==> src/rtl/r2a03_pkg.sv <==
// Shared definitions for the 2A03 external-bus sequencer: FSM state
// encoding, slice-index width and the ceil-divide used to size slices.
package r2a03_pkg;

    localparam int SLICE_IDX_W = 4;

    typedef enum logic [2:0] {
        ST_IDLE,
        ST_ADDR,
        ST_TURN,
        ST_DATA,
        ST_DONE
    } bus_state_t;

    function automatic int ceil_div(input int num, input int den);
        return (num + den - 1) / den;
    endfunction

endpackage

==> src/rtl/r2a03_ext_bus_mux.sv <==
// External-bus sequencer: serialises the core's parallel address onto a
// narrow pin slice, then moves data over the bidirectional pins with
// optional turnaround, wait states and wait timeout.
module r2a03_ext_bus_mux
    import r2a03_pkg::*;
#(
    parameter int ADDR_W   = 16,
    parameter int DATA_W   = 8,
    parameter int PIN_W    = 8,
    parameter int TURN_CYC = 1,
    parameter int WAIT_MAX = 0
) (
    input  logic                   clk,
    input  logic                   rst,
    input  logic                   req,
    input  logic                   we,
    input  logic [ADDR_W-1:0]      addr,
    input  logic [DATA_W-1:0]      wdata,
    output logic                   ack,
    output logic                   err,
    output logic [DATA_W-1:0]      rdata,
    output logic [PIN_W-1:0]       pin_out,
    output logic                   ale,
    output logic [SLICE_IDX_W-1:0] slice_idx,
    output logic                   rd_n,
    output logic                   wr_n,
    input  logic [PIN_W-1:0]       pin_io_in,
    output logic [PIN_W-1:0]       pin_io_out,
    output logic [PIN_W-1:0]       pin_io_oe,
    input  logic                   ext_wait
);

    localparam int ASL   = ceil_div(ADDR_W, PIN_W);
    localparam int DSL   = ceil_div(DATA_W, PIN_W);
    localparam int AW_P  = ASL * PIN_W;
    localparam int DW_P  = DSL * PIN_W;
    localparam int CNT_W = 16;

    localparam logic [CNT_W-1:0] CNT_ONE   = 1;
    localparam logic [CNT_W-1:0] ASL_LAST  = CNT_W'(ASL - 1);
    localparam logic [CNT_W-1:0] DSL_LAST  = CNT_W'(DSL - 1);
    localparam logic [CNT_W-1:0] TURN_LAST = CNT_W'(TURN_CYC - 1);
    localparam logic [CNT_W-1:0] WAIT_LIM  = CNT_W'(WAIT_MAX);
    localparam logic [DW_P-1:0]  SLICE_MASK = DW_P'({PIN_W{1'b1}});

    bus_state_t             r_state;
    bus_state_t             w_state_nxt;
    logic [CNT_W-1:0]       r_cnt;
    logic [CNT_W-1:0]       w_cnt_nxt;
    logic [CNT_W-1:0]       r_wait;
    logic [CNT_W-1:0]       w_wait_nxt;
    logic                   r_we;
    logic                   w_we_nxt;
    logic [AW_P-1:0]        r_addr;
    logic [AW_P-1:0]        w_addr_nxt;
    logic [DW_P-1:0]        r_wdata;
    logic [DW_P-1:0]        w_wdata_nxt;
    logic [DW_P-1:0]        r_rbuf;
    logic [DW_P-1:0]        w_rbuf_nxt;
    logic                   w_timeout;
    int                     w_sh_cur;
    int                     w_sh_nxt;

    logic                   r_ack,   w_ack_nxt;
    logic                   r_err,   w_err_nxt;
    logic [DATA_W-1:0]      r_rdata, w_rdata_nxt;
    logic [PIN_W-1:0]       r_pout,  w_pout_nxt;
    logic                   r_ale,   w_ale_nxt;
    logic [SLICE_IDX_W-1:0] r_sidx,  w_sidx_nxt;
    logic                   r_rd_n,  w_rd_n_nxt;
    logic                   r_wr_n,  w_wr_n_nxt;
    logic [PIN_W-1:0]       r_pio,   w_pio_nxt;
    logic [PIN_W-1:0]       r_oe,    w_oe_nxt;

    // Next-state, slice counters, wait counter and read-data assembly
    always_comb begin
        w_state_nxt = r_state;
        w_cnt_nxt   = r_cnt;
        w_wait_nxt  = r_wait;
        w_we_nxt    = r_we;
        w_addr_nxt  = r_addr;
        w_wdata_nxt = r_wdata;
        w_rbuf_nxt  = r_rbuf;
        w_rdata_nxt = r_rdata;
        w_timeout   = 1'b0;
        w_sh_cur    = int'(r_cnt) * PIN_W;

        case (r_state)
            ST_IDLE: begin
                if (req) begin
                    w_state_nxt = ST_ADDR;
                    w_cnt_nxt   = '0;
                    w_wait_nxt  = '0;
                    w_we_nxt    = we;
                    w_addr_nxt  = '0;
                    w_addr_nxt[ADDR_W-1:0] = addr;
                    w_wdata_nxt = '0;
                    w_wdata_nxt[DATA_W-1:0] = wdata;
                end
            end
            ST_ADDR: begin
                if (r_cnt == ASL_LAST) begin
                    w_cnt_nxt   = '0;
                    w_state_nxt = (TURN_CYC > 0) ? ST_TURN : ST_DATA;
                end else begin
                    w_cnt_nxt = r_cnt + CNT_ONE;
                end
            end
            ST_TURN: begin
                if (r_cnt == TURN_LAST) begin
                    w_cnt_nxt   = '0;
                    w_state_nxt = ST_DATA;
                end else begin
                    w_cnt_nxt = r_cnt + CNT_ONE;
                end
            end
            ST_DATA: begin
                // Timeout is checked on the registered count so the full
                // WAIT_MAX wait cycles are spent before giving up.
                if ((WAIT_MAX != 0) && (r_wait == WAIT_LIM)) begin
                    w_state_nxt = ST_DONE;
                    w_timeout   = 1'b1;
                    if (!r_we) begin
                        w_rdata_nxt = '0;
                    end
                end else if (ext_wait) begin
                    w_wait_nxt = r_wait + CNT_ONE;
                end else begin
                    if (!r_we) begin
                        w_rbuf_nxt = (r_rbuf & ~(SLICE_MASK << w_sh_cur)) |
                                     (DW_P'(pin_io_in) << w_sh_cur);
                    end
                    if (r_cnt == DSL_LAST) begin
                        w_state_nxt = ST_DONE;
                        if (!r_we) begin
                            w_rdata_nxt = w_rbuf_nxt[DATA_W-1:0];
                        end
                    end else begin
                        w_cnt_nxt = r_cnt + CNT_ONE;
                    end
                end
            end
            ST_DONE: begin
                w_state_nxt = ST_IDLE;
                w_cnt_nxt   = '0;
            end
            default: begin
                w_state_nxt = ST_IDLE;
                w_cnt_nxt   = '0;
            end
        endcase
    end

    // Pin-side outputs decoded from the next state so the registered
    // outputs line up with the state they describe
    always_comb begin
        w_sh_nxt   = int'(w_cnt_nxt) * PIN_W;
        w_ack_nxt  = 1'b0;
        w_err_nxt  = w_timeout;
        w_pout_nxt = '0;
        w_ale_nxt  = 1'b0;
        w_sidx_nxt = '0;
        w_rd_n_nxt = 1'b1;
        w_wr_n_nxt = 1'b1;
        w_pio_nxt  = '0;
        w_oe_nxt   = '0;

        case (w_state_nxt)
            ST_ADDR: begin
                w_pout_nxt = PIN_W'(w_addr_nxt >> w_sh_nxt);
                w_ale_nxt  = 1'b1;
                w_sidx_nxt = w_cnt_nxt[SLICE_IDX_W-1:0];
            end
            ST_DATA: begin
                w_sidx_nxt = w_cnt_nxt[SLICE_IDX_W-1:0];
                if (w_we_nxt) begin
                    w_pio_nxt  = PIN_W'(w_wdata_nxt >> w_sh_nxt);
                    w_oe_nxt   = '1;
                    w_wr_n_nxt = 1'b0;
                end else begin
                    w_rd_n_nxt = 1'b0;
                end
            end
            ST_DONE: begin
                w_ack_nxt = 1'b1;
            end
            default: begin
            end
        endcase
    end

    // Control state and all registered outputs
    always_ff @(posedge clk) begin
        if (rst) begin
            r_state <= ST_IDLE;
            r_cnt   <= '0;
            r_wait  <= '0;
            r_ack   <= 1'b0;
            r_err   <= 1'b0;
            r_rdata <= '0;
            r_pout  <= '0;
            r_ale   <= 1'b0;
            r_sidx  <= '0;
            r_rd_n  <= 1'b1;
            r_wr_n  <= 1'b1;
            r_pio   <= '0;
            r_oe    <= '0;
        end else begin
            r_state <= w_state_nxt;
            r_cnt   <= w_cnt_nxt;
            r_wait  <= w_wait_nxt;
            r_ack   <= w_ack_nxt;
            r_err   <= w_err_nxt;
            r_rdata <= w_rdata_nxt;
            r_pout  <= w_pout_nxt;
            r_ale   <= w_ale_nxt;
            r_sidx  <= w_sidx_nxt;
            r_rd_n  <= w_rd_n_nxt;
            r_wr_n  <= w_wr_n_nxt;
            r_pio   <= w_pio_nxt;
            r_oe    <= w_oe_nxt;
        end
    end

    // Latched transaction fields and read assembly buffer
    always_ff @(posedge clk) begin
        r_we    <= w_we_nxt;
        r_addr  <= w_addr_nxt;
        r_wdata <= w_wdata_nxt;
        r_rbuf  <= w_rbuf_nxt;
    end

    assign ack        = r_ack;
    assign err        = r_err;
    assign rdata      = r_rdata;
    assign pin_out    = r_pout;
    assign ale        = r_ale;
    assign slice_idx  = r_sidx;
    assign rd_n       = r_rd_n;
    assign wr_n       = r_wr_n;
    assign pin_io_out = r_pio;
    assign pin_io_oe  = r_oe;

endmodule

==> config.mk <==
export PLATFORM = sky130hd
export DESIGN_NAME = r2a03_ext_bus_mux
export DESIGN_NICKNAME = d
export VERILOG_FILES = /design/src/rtl/r2a03_pkg.sv /design/src/rtl/r2a03_ext_bus_mux.sv
export SDC_FILE = /design/constraint.sdc
export NUM_CORES = 1
export LEC_CHECK = 0
export BUFFER_PORTS_ARGS = -buffer_cell sky130_fd_sc_hd__buf_2
export CAP_MARGIN = 10
export CORE_AREA = 2 2 126 128
export CTS_BUF_LIST = sky130_fd_sc_hd__clkbuf_2
export CTS_CLUSTER_DIAMETER = 80
export DETAILED_ROUTE_END_ITERATION = 7
export DIE_AREA = 0 0 128 130
export SLEW_MARGIN = 5
export SYNTH_ARGS = -nofsm -noshare
export SYNTH_HDL_FRONTEND = slang
export SYNTH_SLANG_ARGS = --single-unit
==> constraint.sdc <==
create_clock -name clk -period 5.86 [get_ports clk]
set_input_delay 0 -clock clk [delete_from_list [all_inputs] [get_ports clk]]
set_output_delay 0 -clock clk [all_outputs]
set_load 0.02 [all_outputs]
==> impl_metrics.ini, run 1 <==
[setup_path]
startpoint = r_cnt[0]
crit_arrival_ns = 3.95
slowest_stage = o31ai_2
critical-path-max-stage-delay_ns = 0.62
worstSetupStartpointType = register
cp_data_required_time_ns = 6.30
r2r.worst_path.cells = 9
r2r_setup_slack_ns = 2.35
critPathKind = register to register
critPathTopFamily = simple AND/OR/NAND/NOR gates
crit_cells = 9
critPathCapture = pin_out[4]
worstPathCellList = inv_1 -> ha_1 -> nor3b_1 -> and4_4 -> o31ai_2 -> o32ai_1 -> a2111oi_2 -> nand4_2 -> nor4b_1
end_kind = register
worstReg2RegEnd = pin_out[4]
crit_fanout = 16
r2r_start = r_cnt[0]
critical_path_buf_inv_count = 1

[cts]
cts.sinks = 85
htreeDepth = 3
cts_tree = done
cts-resized-gates = 0
cts.clk_slew.worst_paths_ns = 0.25
postCtsSetupBuffers = 0
cts_buffers = 9
ctsHoldBuffers = 36
clock_latency_ns = 0.56
clock_path_buffers = 2
ctsRootBufferMaster = clkbuf_2

[global_route]
grt_remaining_overflow = 0
grt_pass1_wl_um = 16500
grt_pass1_vias = 3270
grt_usage = 0.126
antenna_found_initial = 1
grt_max_degree = 29

[timing]
worst_slew_pin_slew_ns = 1.05
rsz0062_at_grt = false
timing.final.max_slew_violations = 0
hold_slack_ns = 0.184
fin_crit_sh = 0.598
worst_slack_ns = 2.35
fin_skew_ns = 0.0308
min_period_ns = 3.51
tns_ns = 0
final-setup-viol-count = 0
relSlewSlack = 0.297
clock.fmax_ghz = 0.285
hold_viol_final = 0

[synthesis]
yosys.area.top_type_share = 0.394
synth.distinct_cells = 68
synth_top_family_by_area = simple AND/OR/NAND/NOR gates
synth_fa_ha_area_frac = 0.0128
synthArstFlopShare = 0
synthFlopType = dfxtp_1
synthSimpleGateAreaFrac = 0.230
syn_area_per_cell_um2 = 10.1
ys_seq_area_frac = 0.456
synth_area_leaders = dfxtp_1 (39%), mux2_2 (9.5%), edfxtp_1 (6.1%), mux2i_1 (4.1%), nor2_1 (3.8%)
syn_inst = 388
yosysTopAreaCell = dfxtp_1
synthesis.nets = 429
syn-cell-area_um2 = 3910
synthMuxAreaShare = 0.136
synth_seq_cells = 85
synth_most_common_cell = dfxtp_1
synthXorXnorAreaFrac = 0.00224
synth_edf_count = 8
synthTopCellsByCount = dfxtp_1 (77), nor2_1 (40), mux2_2 (33)
synth_warnings = 0
synth_compound_area_frac = 0.109

[floorplanning]
dieArea_um2 = 16600
initial_core_util = 0.254
ios = 78
fp.dieW_um = 128
coreArea_um2 = 15400
rows = 46
die_h_um = 130

[min_path]
hp-class = input port to register

[drt]
drtIter0Drc = 161
wire_per_inst_um = 15.1
routed_wl_um = 10300
postRouteAntennaNets = 0
vias = 3378
viasPerCell = 4.94
post-route-drc-count = 0
firstDrtPassIters = 5

[finish]
seqCellArea_um2 = 1780
area_growth_pct = 24.7
multi_input_area_um2 = 1940
final_cell_count_no_fill = 684
nFillCells = 1625
drive_above_1_share = 0.293
final_nets = 527
design_area_um2 = 4880

[outcome]
status = completed

[placed_design]
gp_congestion = 0.902
io_buffers = 76
dp_hpwl_um = 7410
dp_slack_ns = 2.43
place_inst = 631
dpl_cell_area_um2 = 4400

[pwr]
ir_worst_vdd_uv = 186
p_per_area_nw_per_um2 = 253
leakage_nw = 2.02

[run]
drv_cap = 0
## sequential cells by signal, summed over array words and instances (netlist names)
name        count
rd_n            1
r_state         3
rdata           8
r_wdata         8
r_cnt          16
pin_io_out      8
r_addr         16
r_we            1
pin_out         8
slice_idx       4
r_rbuf          8
ack             1
pin_io_oe       1
wr_n            1
ale             1
## layout make-up
cell class,instances,area share
clock inverters,7,0.0151
repair buffers,114,0.155
inverters,11,0.00898
diodes,1,0.000513
well taps,192,0.0492
multi-input cells,265,0.397
flip-flops and latches,85,0.365
clock buffers,9,0.00923
## worst reg2reg max path: stages (launching register included)
cell and delay [ns]:
dfxtp_1 0.55, inv_1 0.12, ha_1 0.25, nor3b_1 0.15, and4_4 0.26, o31ai_2 0.62, o32ai_1 0.22, a2111oi_2 0.35
nand4_2 0.45, nor4b_1 0.46
## how the worst min path moves through the flow
stage                     startpoint          to  slack [ns]  cells after the start
final                        addr[7]   r_addr[7]        0.18                      3
after global routing         addr[7]   r_addr[7]        0.13                      3
after CTS                    addr[7]   r_addr[7]        0.14                      3
after detailed placement     addr[6]   r_addr[6]        0.25                      2
after global placement      addr[14]  r_addr[14]        0.25                      2
after floorplan             addr[10]  r_addr[10]        0.16                      1
## metrics by stage
stage | utilization | total power [mW]
detailed placement | 0.285 | 0.917
CTS | 0.316 | 1.25
global route | 0.316 | 1.31
finish | 0.316 | 1.23
global placement | 0.285 | 0.914
floorplan | - | 0.850
## power breakdown
group	switching [mW]	total, mW	leakage, nW	internal (mW)
Sequential	0.0190	0.658	0.704	0.639
Clock	0.209	0.310	0.0695	0.101
Combinational	0.140	0.265	1.24	0.125
Total	0.368	1.23	2.02	0.865
## layout by cell type, fill, tap and decap left out, drive strengths merged, types with 2 or more instances in the layout
| master | Yosys | final |
|---|---|---|
| buf | 15 | 78 |
| dfxtp | 77 | 77 |
| nor2 | 40 | 40 |
| dlygate4sd3 | 0 | 36 |
| mux2 | 33 | 33 |
| nand2 | 29 | 29 |
| mux2i | 16 | 16 |
| nor4 | 16 | 16 |
| nor2b | 13 | 13 |
| inv | 11 | 13 |
| nand3 | 9 | 9 |
| clkbuf | 12 | 9 |
| nand4 | 9 | 9 |
| nor4b | 9 | 9 |
| nor3 | 8 | 8 |
| edfxtp | 8 | 8 |
| o21ai | 8 | 8 |
| a21oi | 6 | 6 |
| a22oi | 6 | 6 |
| a31oi | 5 | 5 |
| nor3b | 5 | 5 |
| o22ai | 4 | 4 |
| and3 | 4 | 4 |
| ha | 4 | 4 |
| nand2b | 3 | 3 |
| a211oi | 3 | 3 |
| o211ai | 3 | 3 |
| and4 | 3 | 3 |
| clkinv | 0 | 3 |
| or4 | 2 | 2 |
| a41o | 2 | 2 |
## layer usage
metal / vias up / wire, um / track usage
li1: 1614 / - / -
met1: 1628 / 4680 / 0.159
met2: 116 / 4860 / 0.205
met3: 20 / 564 / 0.0287
met4: 0 / 235 / 0.0595
met5: - / 0 / 0
## cells by family (layout without fill, tap and decap cells)
group / Yosys count / in the layout
buf+inv: 38 / 141
xor+xnor: 1 / 1
other cells: 1 / 2
simple gates: 156 / 156
mux: 49 / 49
compound gates: 54 / 54
fa+ha+maj: 4 / 4
flops: 85 / 85
Power figures use the tool's default switching activity.
==> run 2, diff against run 1 <==
==> constraint.sdc (replaced) <==
create_clock -name clk -period 3.5 [get_ports clk]
set_input_delay 0 -clock clk [delete_from_list [all_inputs] [get_ports clk]]
set_output_delay 0 -clock clk [all_outputs]
set_load 0.02 [all_outputs]
==> run 2 against run 1 <==
Sequential share of layout area down 0.68 points. Via count down 0.47%. First-iteration DRC count grew 64%. Largest power group unchanged. Utilization rose by 0.60 points. Final cell count is 2.0% higher. Critical endpoint is now pin_out[2]. Largest cell class unchanged.
==> impl_metrics.ini, run 2 (synthesis gave the netlist of run 1 again) <==
[pwr]
p_per_area_nw_per_um2 = 397
leakage_nw = 2.08
ir_worst_vdd_uv = 231

[timing]
worst_slew_pin_slew_ns = 0.723
min_period_ns = 3.18
rsz0062_at_grt = false
tns_ns = 0
hold_viol_final = 0
worst_slack_ns = 0.318
final-setup-viol-count = 0
fin_crit_sh = 0.909
relSlewSlack = 0.516
clock.fmax_ghz = 0.314
timing.final.max_slew_violations = 0
fin_skew_ns = 0.0248

[min_path]
min_to = r_addr[6]
hold_path.startpoint = addr[6]
hp-class = input port to register
holdPathStages = 3

[cts]
cts.sinks = 85
clock_path_buffers = 2
cts_buffers = 9
htreeDepth = 3
cts_tree = done
cts.clk_slew.worst_paths_ns = 0.22
ctsRootBufferMaster = clkbuf_2
clock_latency_ns = 0.56

[finish]
drive_above_1_share = 0.313
top_regs = r_addr (16), r_cnt (16)
area_growth_pct = 27.1
mostFrequentLayoutCell = dfxtp_1
nFillCells = 1577
layout_common_cells = dfxtp_1 (77), buf_2 (76), nor2_1 (40), dlygate4sd3_1 (36), mux2_2 (33)
design_area_um2 = 4970
final_nets = 542

[drt]
viasPerCell = 4.82
vias = 3362
routed_wl_um = 10900
drtIter0Drc = 264
wire_per_inst_um = 15.6
post-route-drc-count = 0
firstDrtPassIters = 5
postRouteAntennaNets = 0

[setup_path]
startpoint = r_cnt[0]
r2r_setup_slack_ns = 0.32
r2r_start = r_cnt[0]
cp_data_required_time_ns = 3.98
worstSetupStartpointType = register
crit_fanout = 16
r2r.worst_path.cells = 10
crit_arrival_ns = 3.66
worstReg2RegEnd = pin_out[2]
end_kind = register
critPathKind = register to register

[placed_design]
gp_congestion = 0.932
io_buffers = 76
dpl_cell_area_um2 = 4510
dp_hpwl_um = 7810
dp_slack_ns = 0.162

[global_route]
grt_pass1_vias = 3335
grt_pass1_wl_um = 17400
grt_remaining_overflow = 0
grt_usage = 0.136
antenna_found_initial = 1
grt_max_degree = 29

[floorplanning]
rows = 46
ios = 78
coreArea_um2 = 15400
fp.dieW_um = 128
dieArea_um2 = 16600
initial_core_util = 0.254
die_h_um = 130

[run]
drv_cap = 0

[outcome]
status = completed
run 2: metal layers:
metal,part of all wire,routed length [um],GRT usage,up-vias
met5,0,0,0,-
met4,0.021,230,0.0537,0
met3,0.061,659,0.0332,20
met2,0.47,5090,0.220,130
met1,0.45,4910,0.176,1566
li1,-,-,-,1646
run 2: timing repair:
item / in CTS / in global routing
hold endpoints to repair: 75 / 0
setup buffers: 0 / 0
gates resized for setup: 0 / 3
hold buffers: 36 / 0
endpoints found under the setup margin: 0 / 5
run 2: power breakdown:
| part | total (mW) | switching [mW] | internal, mW | leakage [nW] |
|---|---|---|---|---|
| combinational | 0.459 | 0.242 | 0.217 | 1.33 |
| clock | 0.411 | 0.328 | 0.0829 | 0.0549 |
| sequential | 1.10 | 0.0323 | 1.07 | 0.704 |
| total | 1.97 | 0.602 | 1.37 | 2.08 |
run 2: how the worst max path moves through the flow:
stage | cells after the start | endpoint
2_1_floorplan | 9 | pin_out[7]
3_3_place_gp | 9 | pin_io_out[0]
6_report | 10 | pin_out[2]
3_5_place_dp | 9 | pin_io_out[0]
5_1_grt | 9 | pin_out[2]
4_1_cts | 9 | pin_io_out[0]
run 2: layout make-up:
cell class	count	area [um2]	area share
diodes	1	2.50	0.000503
multi-input cells	265	1960	0.394
repair buffers	129	868	0.175
clock buffers	9	45.0	0.00906
well taps	192	240	0.0483
flip-flops and latches	85	1780	0.358
clock inverters	6	28.8	0.00579
inverters	11	43.8	0.00881
run 2: critical path, cell delays in order, from the launching register on:
cell       delay, ns
dfxtp_1         0.56
inv_1           0.12
ha_1            0.24
nor3b_1         0.15
and4_4          0.26
o31ai_2         0.25
buf_4           0.22
o21ai_2         0.08
a2111oi_2       0.50
nand4_4         0.32
nor4b_1         0.40
run 2: through the flow:
step	power, mW	hold WS [ns]	util	cells
after global routing	2.10	0.141	0.322	698
after detailed placement	1.55	0.247	0.292	646
final	1.97	0.194	0.322	698
after CTS	2.00	0.133	0.320	697
after floorplan	1.42	0.162	-	388
after global placement	1.55	0.248	0.292	646
